File: src/rtl/uart_pkg.sv
`default_nettype none
// ----------------------------------------------------------------------------
// uart_pkg -- ASCII constants, byte-FSM states and hex decode.  Rev 1.0
// ----------------------------------------------------------------------------
package uart_pkg;

  localparam logic [7:0] ASCII_CR  = 8'h0D;
  localparam logic [7:0] ASCII_LF  = 8'h0A;
  localparam logic [7:0] ASCII_SP  = 8'h20;
  localparam logic [7:0] ASCII_TAB = 8'h09;

  typedef enum logic [1:0] {
    ST_IDLE  = 2'd0,
    ST_START = 2'd1,
    ST_DATA  = 2'd2,
    ST_STOP  = 2'd3
  } rx_state_e;

  // Returns {is_hex, nibble}; nibble is zero when is_hex is clear.
  function automatic logic [4:0] hex_decode(input logic [7:0] c);
    logic [3:0] nib;
    nib = 4'h0;
    if (c >= 8'h30 && c <= 8'h39) nib = 4'(c - 8'h30);
    else if (c >= 8'h41 && c <= 8'h46) nib = 4'(c - 8'h37);
    else if (c >= 8'h61 && c <= 8'h66) nib = 4'(c - 8'h57);
    else return 5'h00;
    return {1'b1, nib};
  endfunction

endpackage
`default_nettype wire

File: src/rtl/uart_byte_rx.sv
`default_nettype none
// ----------------------------------------------------------------------------
// uart_byte_rx -- rx synchroniser, oversample tick generator, byte FSM.  Rev 1.0
// ----------------------------------------------------------------------------
module uart_byte_rx
  import uart_pkg::*;
#(
  parameter int DVSR     = 163,
  parameter int DVSR_BIT = 8,
  parameter int DBIT     = 8,
  parameter int SB_TICK  = 16
) (
  input  logic            clk,
  input  logic            reset,
  input  logic            rx_i,
  output logic [DBIT-1:0] byte_o,
  output logic            byte_strobe_o,
  output logic            frame_err_o
);

  localparam int SW = (SB_TICK > 16) ? $clog2(SB_TICK) : 4;
  localparam int NW = (DBIT > 1) ? $clog2(DBIT) : 1;

  logic                rx_meta_q, rx_sync_q, rx_prev_q;
  logic [DVSR_BIT-1:0] tick_cnt_q, tick_cnt_d;
  logic                tick;
  rx_state_e           state_q;
  logic [SW-1:0]       s_q;
  logic [NW-1:0]       n_q;
  logic [DBIT-1:0]     b_q;
  logic [DBIT:0]       w_shift;
  logic                w_last_stop;

  always_ff @(posedge clk or posedge reset) begin
    if (reset) begin
      rx_meta_q <= 1'b1;
      rx_sync_q <= 1'b1;
      rx_prev_q <= 1'b1;
    end else begin
      rx_meta_q <= rx_i;
      rx_sync_q <= rx_meta_q;
      rx_prev_q <= rx_sync_q;
    end
  end

  assign tick       = (tick_cnt_q == DVSR_BIT'(DVSR - 1));
  assign tick_cnt_d = tick ? '0 : tick_cnt_q + 1'b1;

  always_ff @(posedge clk or posedge reset) begin
    if (reset) tick_cnt_q <= '0;
    else       tick_cnt_q <= tick_cnt_d;
  end

  assign w_shift = {rx_sync_q, b_q};

  always_ff @(posedge clk or posedge reset) begin
    if (reset) begin
      state_q <= ST_IDLE;
      s_q     <= '0;
      n_q     <= '0;
      b_q     <= '0;
    end else begin
      case (state_q)
        ST_IDLE:
          if (rx_prev_q && !rx_sync_q) begin
            state_q <= ST_START;
            s_q     <= '0;
          end
        ST_START:
          if (tick) begin
            // Mid start bit: a line already back high was only a glitch.
            if (s_q == SW'(7)) begin
              if (!rx_sync_q) begin
                state_q <= ST_DATA;
                s_q     <= '0;
                n_q     <= '0;
              end else begin
                state_q <= ST_IDLE;
              end
            end else begin
              s_q <= s_q + 1'b1;
            end
          end
        ST_DATA:
          if (tick) begin
            if (s_q == SW'(15)) begin
              s_q <= '0;
              b_q <= w_shift[DBIT:1];
              if (n_q == NW'(DBIT - 1)) state_q <= ST_STOP;
              else                      n_q     <= n_q + 1'b1;
            end else begin
              s_q <= s_q + 1'b1;
            end
          end
        ST_STOP:
          if (tick) begin
            if (s_q == SW'(SB_TICK - 1)) begin
              state_q <= ST_IDLE;
              s_q     <= '0;
            end else begin
              s_q <= s_q + 1'b1;
            end
          end
        default: state_q <= ST_IDLE;
      endcase
    end
  end

  // Strobes are decoded in the final stop tick so the byte lands in that same clock.
  assign w_last_stop   = (state_q == ST_STOP) && tick && (s_q == SW'(SB_TICK - 1));
  assign byte_strobe_o = w_last_stop && rx_sync_q;
  assign frame_err_o   = w_last_stop && !rx_sync_q;
  assign byte_o        = b_q;

endmodule
`default_nettype wire

File: src/rtl/uart_hex_word_rx.sv
`default_nettype none
// ----------------------------------------------------------------------------
// uart_hex_word_rx -- UART hex-digit stream to W-bit words on valid/ready.  Rev 1.0
// ----------------------------------------------------------------------------
module uart_hex_word_rx
  import uart_pkg::*;
#(
  parameter  int DVSR     = 163,
  parameter  int DVSR_BIT = 8,
  parameter  int DBIT     = 8,
  parameter  int SB_TICK  = 16,
  parameter  int NDIGIT   = 8,
  localparam int W        = 4 * NDIGIT,
  localparam int CW       = $clog2(NDIGIT + 1)
) (
  input  logic          clk,
  input  logic          reset,
  input  logic          rx,
  output logic [W-1:0]  out_data,
  output logic          out_valid,
  input  logic          out_ready,
  output logic [CW-1:0] digit_cnt,
  output logic          bad_char,
  output logic          frame_err,
  output logic          overrun
);

  logic [DBIT-1:0] rx_byte;
  logic            byte_strobe, byte_ferr;

  uart_byte_rx #(
    .DVSR     (DVSR),
    .DVSR_BIT (DVSR_BIT),
    .DBIT     (DBIT),
    .SB_TICK  (SB_TICK)
  ) u_byte_rx (
    .clk           (clk),
    .reset         (reset),
    .rx_i          (rx),
    .byte_o        (rx_byte),
    .byte_strobe_o (byte_strobe),
    .frame_err_o   (byte_ferr)
  );

  logic [7:0]    w_char;
  logic [4:0]    w_dec;
  logic          w_is_space, w_digit, w_reject, w_complete, w_xfer;
  logic [W-1:0]  w_next;
  logic [W-1:0]  acc_q, out_data_q;
  logic [CW-1:0] digit_cnt_q;
  logic          out_valid_q, bad_char_q, frame_err_q, overrun_q;

  assign w_char     = 8'(rx_byte);
  assign w_dec      = hex_decode(w_char);
  assign w_is_space = (w_char == ASCII_SP) || (w_char == ASCII_TAB) ||
                      (w_char == ASCII_LF) || (w_char == ASCII_CR);
  assign w_digit    = byte_strobe && w_dec[4];
  assign w_reject   = byte_ferr || (byte_strobe && !w_dec[4]);
  assign w_complete = w_digit && (digit_cnt_q == CW'(NDIGIT - 1));
  assign w_next     = W'({acc_q, w_dec[3:0]});
  assign w_xfer     = out_valid_q && out_ready;

  always_ff @(posedge clk or posedge reset) begin
    if (reset) begin
      acc_q       <= '0;
      digit_cnt_q <= '0;
      bad_char_q  <= 1'b0;
      frame_err_q <= 1'b0;
    end else begin
      bad_char_q  <= byte_strobe && !w_dec[4] && !w_is_space;
      frame_err_q <= byte_ferr;
      if (w_reject || w_complete) begin
        acc_q       <= '0;
        digit_cnt_q <= '0;
      end else if (w_digit) begin
        acc_q       <= w_next;
        digit_cnt_q <= digit_cnt_q + 1'b1;
      end
    end
  end

  // A word may load into a slot that is being drained in the same clock.
  always_ff @(posedge clk or posedge reset) begin
    if (reset) begin
      out_data_q  <= '0;
      out_valid_q <= 1'b0;
      overrun_q   <= 1'b0;
    end else begin
      overrun_q <= 1'b0;
      if (w_complete) begin
        if (!out_valid_q || w_xfer) begin
          out_data_q  <= w_next;
          out_valid_q <= 1'b1;
        end else begin
          overrun_q <= 1'b1;
        end
      end else if (w_xfer) begin
        out_valid_q <= 1'b0;
      end
    end
  end

  assign out_data  = out_data_q;
  assign out_valid = out_valid_q;
  assign digit_cnt = digit_cnt_q;
  assign bad_char  = bad_char_q;
  assign frame_err = frame_err_q;
  assign overrun   = overrun_q;

endmodule
`default_nettype wire

File: config.mk
export PLATFORM = sky130hd
export DESIGN_NAME = uart_hex_word_rx
export DESIGN_NICKNAME = d
export VERILOG_FILES = /design/src/rtl/uart_pkg.sv /design/src/rtl/uart_byte_rx.sv /design/src/rtl/uart_hex_word_rx.sv
export SDC_FILE = /design/constraint.sdc
export NUM_CORES = 1
export LEC_CHECK = 0
export CAP_MARGIN = 20
export CORE_MARGIN = 1
export CORE_UTILIZATION = 32
export CTS_CLUSTER_SIZE = 12
export DETAILED_ROUTE_END_ITERATION = 8
export PLACE_DENSITY_LB_ADDON = 0.05
export SKIP_CTS_REPAIR_TIMING = 1
export SLEW_MARGIN = 20
export SYNTH_ARGS = -nofsm -noshare
export SYNTH_HDL_FRONTEND = slang
export SYNTH_SLANG_ARGS = --single-unit
File: constraint.sdc
create_clock -name clk -period 3.25 [get_ports clk]
set_clock_uncertainty 0.15 [all_clocks]
set_input_delay 0.325 -clock clk [delete_from_list [all_inputs] [get_ports clk]]
set_output_delay 0.325 -clock clk [all_outputs]
set_load 0.03 [all_outputs]
==> metrics <==
status completed; Setup crit end kind flop; family with the most delay on the worst path compound AO/OA/AOI/OAI gates; largest net degree at the start of global routing 45; Area Growth Syn to Fin 21.2%; routability cong. 0.750; startpoint types flop; met3 wire length between 200 and 250 um; CP Data Arrival Time between 2 and 3 ns; All-Layer GR Usage 13.9%; synthesized area per cell 11.3 sq um; layout cells sized above 1 ~16%; initial antenna violation count 0; Internal 1.86 mW; nets between 400 and 500; # diodes 0; CP bufs+invs 0; Mapped Nets 398; wl on met1 4290 um; post-route antenna net violation count 0; ys async rst share 100%; Critical-path top delay cell a21boi_1; Design Area, Final between 5000 and 6000 sq um; DR vias 2882; Die H roughly 120 um; #FFs+latches synth 96; CTS max path bufs 2; cts bufs inserted 9; metal2 WL 4110 um; io pins 44; FP Rows 42; Vias per Instance approximately 4.7; RSZ-0062 raised after global routing no; Initial Utilization 32.7%; final slew viol count 0; grt total ovfl 0; Fin Setup TNS 0 ns; DRC Markers 0; Starting DRT DRC Count 142; first-pass GRT wire length 15200 um; PD cells 452 nW/um^2; DR pass1 iterations 4; Critical Path RT ~3.3 ns; Die W 118 um; CTS sink count 96; post-synthesis cell count 384; number of flops mapped to enable cells by yosys 0; sequential share of power between 50% and 60%; Seq/Total Area, Yosys 55.6%; Hold Fails Final Rpt 0; VDD IR max around 0.17 mV; Worst path max stage delay between 0.5 and 0.6 ns; uppermost layer routed met4; Setup Viol. Count Final 0; clk_lat worst skew 0.34 ns; clock root buffer clkbuf_16; crit-path cells nor4bb_1 -> a21boi_1 -> o21ai_2 -> nand2b_4 -> o41ai_2; DP HPWL approximately 6000 um; Avg WL per Cell 14.5 um; yosys warns 0; vias in the first global route 2923; port bufs 43; fin crit period ~2.6 ns; critical path class reg2reg; Yosys cell types 52; Clk pwr share approximately 45%; mapped cell area 4330 sq um; DP Area around 5000 sq um; Max-Cap Viols 0; Die ar. 14000 sq um; Final period util 80.1%; commonest cells after routing, fill and taps aside dfrtp_1, nand2_1, clkdlybuf4s50_1; Slew headroom a little under half; Comb pwr share 3.4%; switching share of power 21.5%; critical path peak fanout 31; Layout fillers between 1000 and 1500; fmax 384 MHz; clock-pin slew on the worst setup and hold paths 0.06 ns; commonest register cell after synthesis dfrtp_1; CTS tree yes; NetSw 509 uW; commonest non-fill, non-tap cell in the layout dfrtp_1; final wirelength 8820 um; Hold Path Class reg2reg; leakage 2.33 nW; H-tree depth 3; Worst Tran Pin Value 0.783 ns; CORE AREA approximately 13000 sq um
==> through the flow <==
step	hold WS, ns	total power [mW]	utilization, %	setup WS (ns)	cells
floorplan	0.179	1.31	-	0.275	384
global placement	0.197	1.34	37.4	0.714	592
detailed placement	0.198	1.34	37.4	0.639	592
CTS	0.208	2.41	39.6	0.621	608
global route	0.209	2.47	39.6	0.433	608
finish	0.208	2.37	39.6	0.648	608
==> cell type report <==
cell class	instances	area [sq um]	area share [%]
clock inverters	2	38.8	0.739
inverters	13	51.3	0.978
flip-flops and latches	96	2410	45.9
clock buffers	14	254	4.84
multi-input cells	258	1780	33.9
repair buffers	49	500	9.54
well taps	176	220	4.20
==> flip-flops by register name (all words and copies together) (netlist names), named ones only <==
name,cells
overrun,1
u_byte_rx.rx_meta_q,1
out_valid,1
acc_q,28
u_byte_rx.byte_o,8
u_byte_rx.s_q,4
frame_err,1
u_byte_rx.tick_cnt_q,8
digit_cnt,4
u_byte_rx.rx_prev_q,1
u_byte_rx.n_q,3
bad_char,1
u_byte_rx.state_q,1
u_byte_rx.rx_sync_q,1
out_data,32
==> logic make-up (layout without fill, tap and decap cells) <==
group                    after synthesis  after routing  share of synthesized area (%)
AND/OR/NAND/NOR                      133            133                           14.6
flip-flops                            96             96                           55.6
AO/OA/AOI/OAI                         76             76                           11.9
multiplexers                          33             33                           10.5
buffers and inverters                 30             78                           3.38
adder cells (fa/ha/maj)               10             10                           2.89
XOR/XNOR                               6              6                           1.21
==> final timing paths <==
path / from / end / slack, ns / cells past startpoint
max: u_byte_rx.byte_o[7] / digit_cnt[3] / 0.65 / 5
min: u_byte_rx.rx_meta_q / u_byte_rx.rx_sync_q / 0.21 / 0
max reg2reg: u_byte_rx.byte_o[7] / digit_cnt[3] / 0.65 / 5
min reg2reg: u_byte_rx.rx_meta_q / u_byte_rx.rx_sync_q / 0.21 / 0
max in group asynchronous: reset / u_byte_rx.rx_prev_q / 2.01 / 3
min in group asynchronous: reset / out_data[22] / 0.25 / 2
==> metal layers <==
layer,up-vias,GRT usage (%)
li1,1425,-
met1,1404,18.6
met2,41,21.5
met3,12,2.41
met4,0,7.05
met5,-,0
==> Yosys cell counts, types with 6 or more instances <==
cell type / number / area, sq um
nor2_1: 10 / 37.5
clkbuf_1: 10 / 37.5
nor3_1: 6 / 30.0
o21ai_0: 23 / 115
o21ai_1: 20 / 100
inv_1: 13 / 48.8
dfrtp_1: 93 / 2330
mux2_2: 10 / 113
nand3_1: 8 / 40.0
mux2_4: 22 / 330
nand2_1: 80 / 300
ha_1: 10 / 125
a21oi_1: 6 / 30.0
==> worst reg2reg max path, cell delays in order (launching register included) <==
cell      delay (ns)
dfrtp_1         0.42
nor4bb_1        0.49
a21boi_1        0.55
o21ai_2         0.20
nand2b_4        0.36
o41ai_2         0.33
==> power by group through the flow <==
stage          clock network, mW  registers (mW)  logic (mW)
2_1_floorplan                  0            1.25      0.0646
3_3_place_gp                   0            1.25      0.0835
3_5_place_dp                   0            1.26      0.0838
4_1_cts                     1.10            1.23      0.0839
5_1_grt                     1.14            1.23      0.0954
6_report                    1.06            1.23      0.0806
No activity file was read; power rests on OpenSTA's default activity.
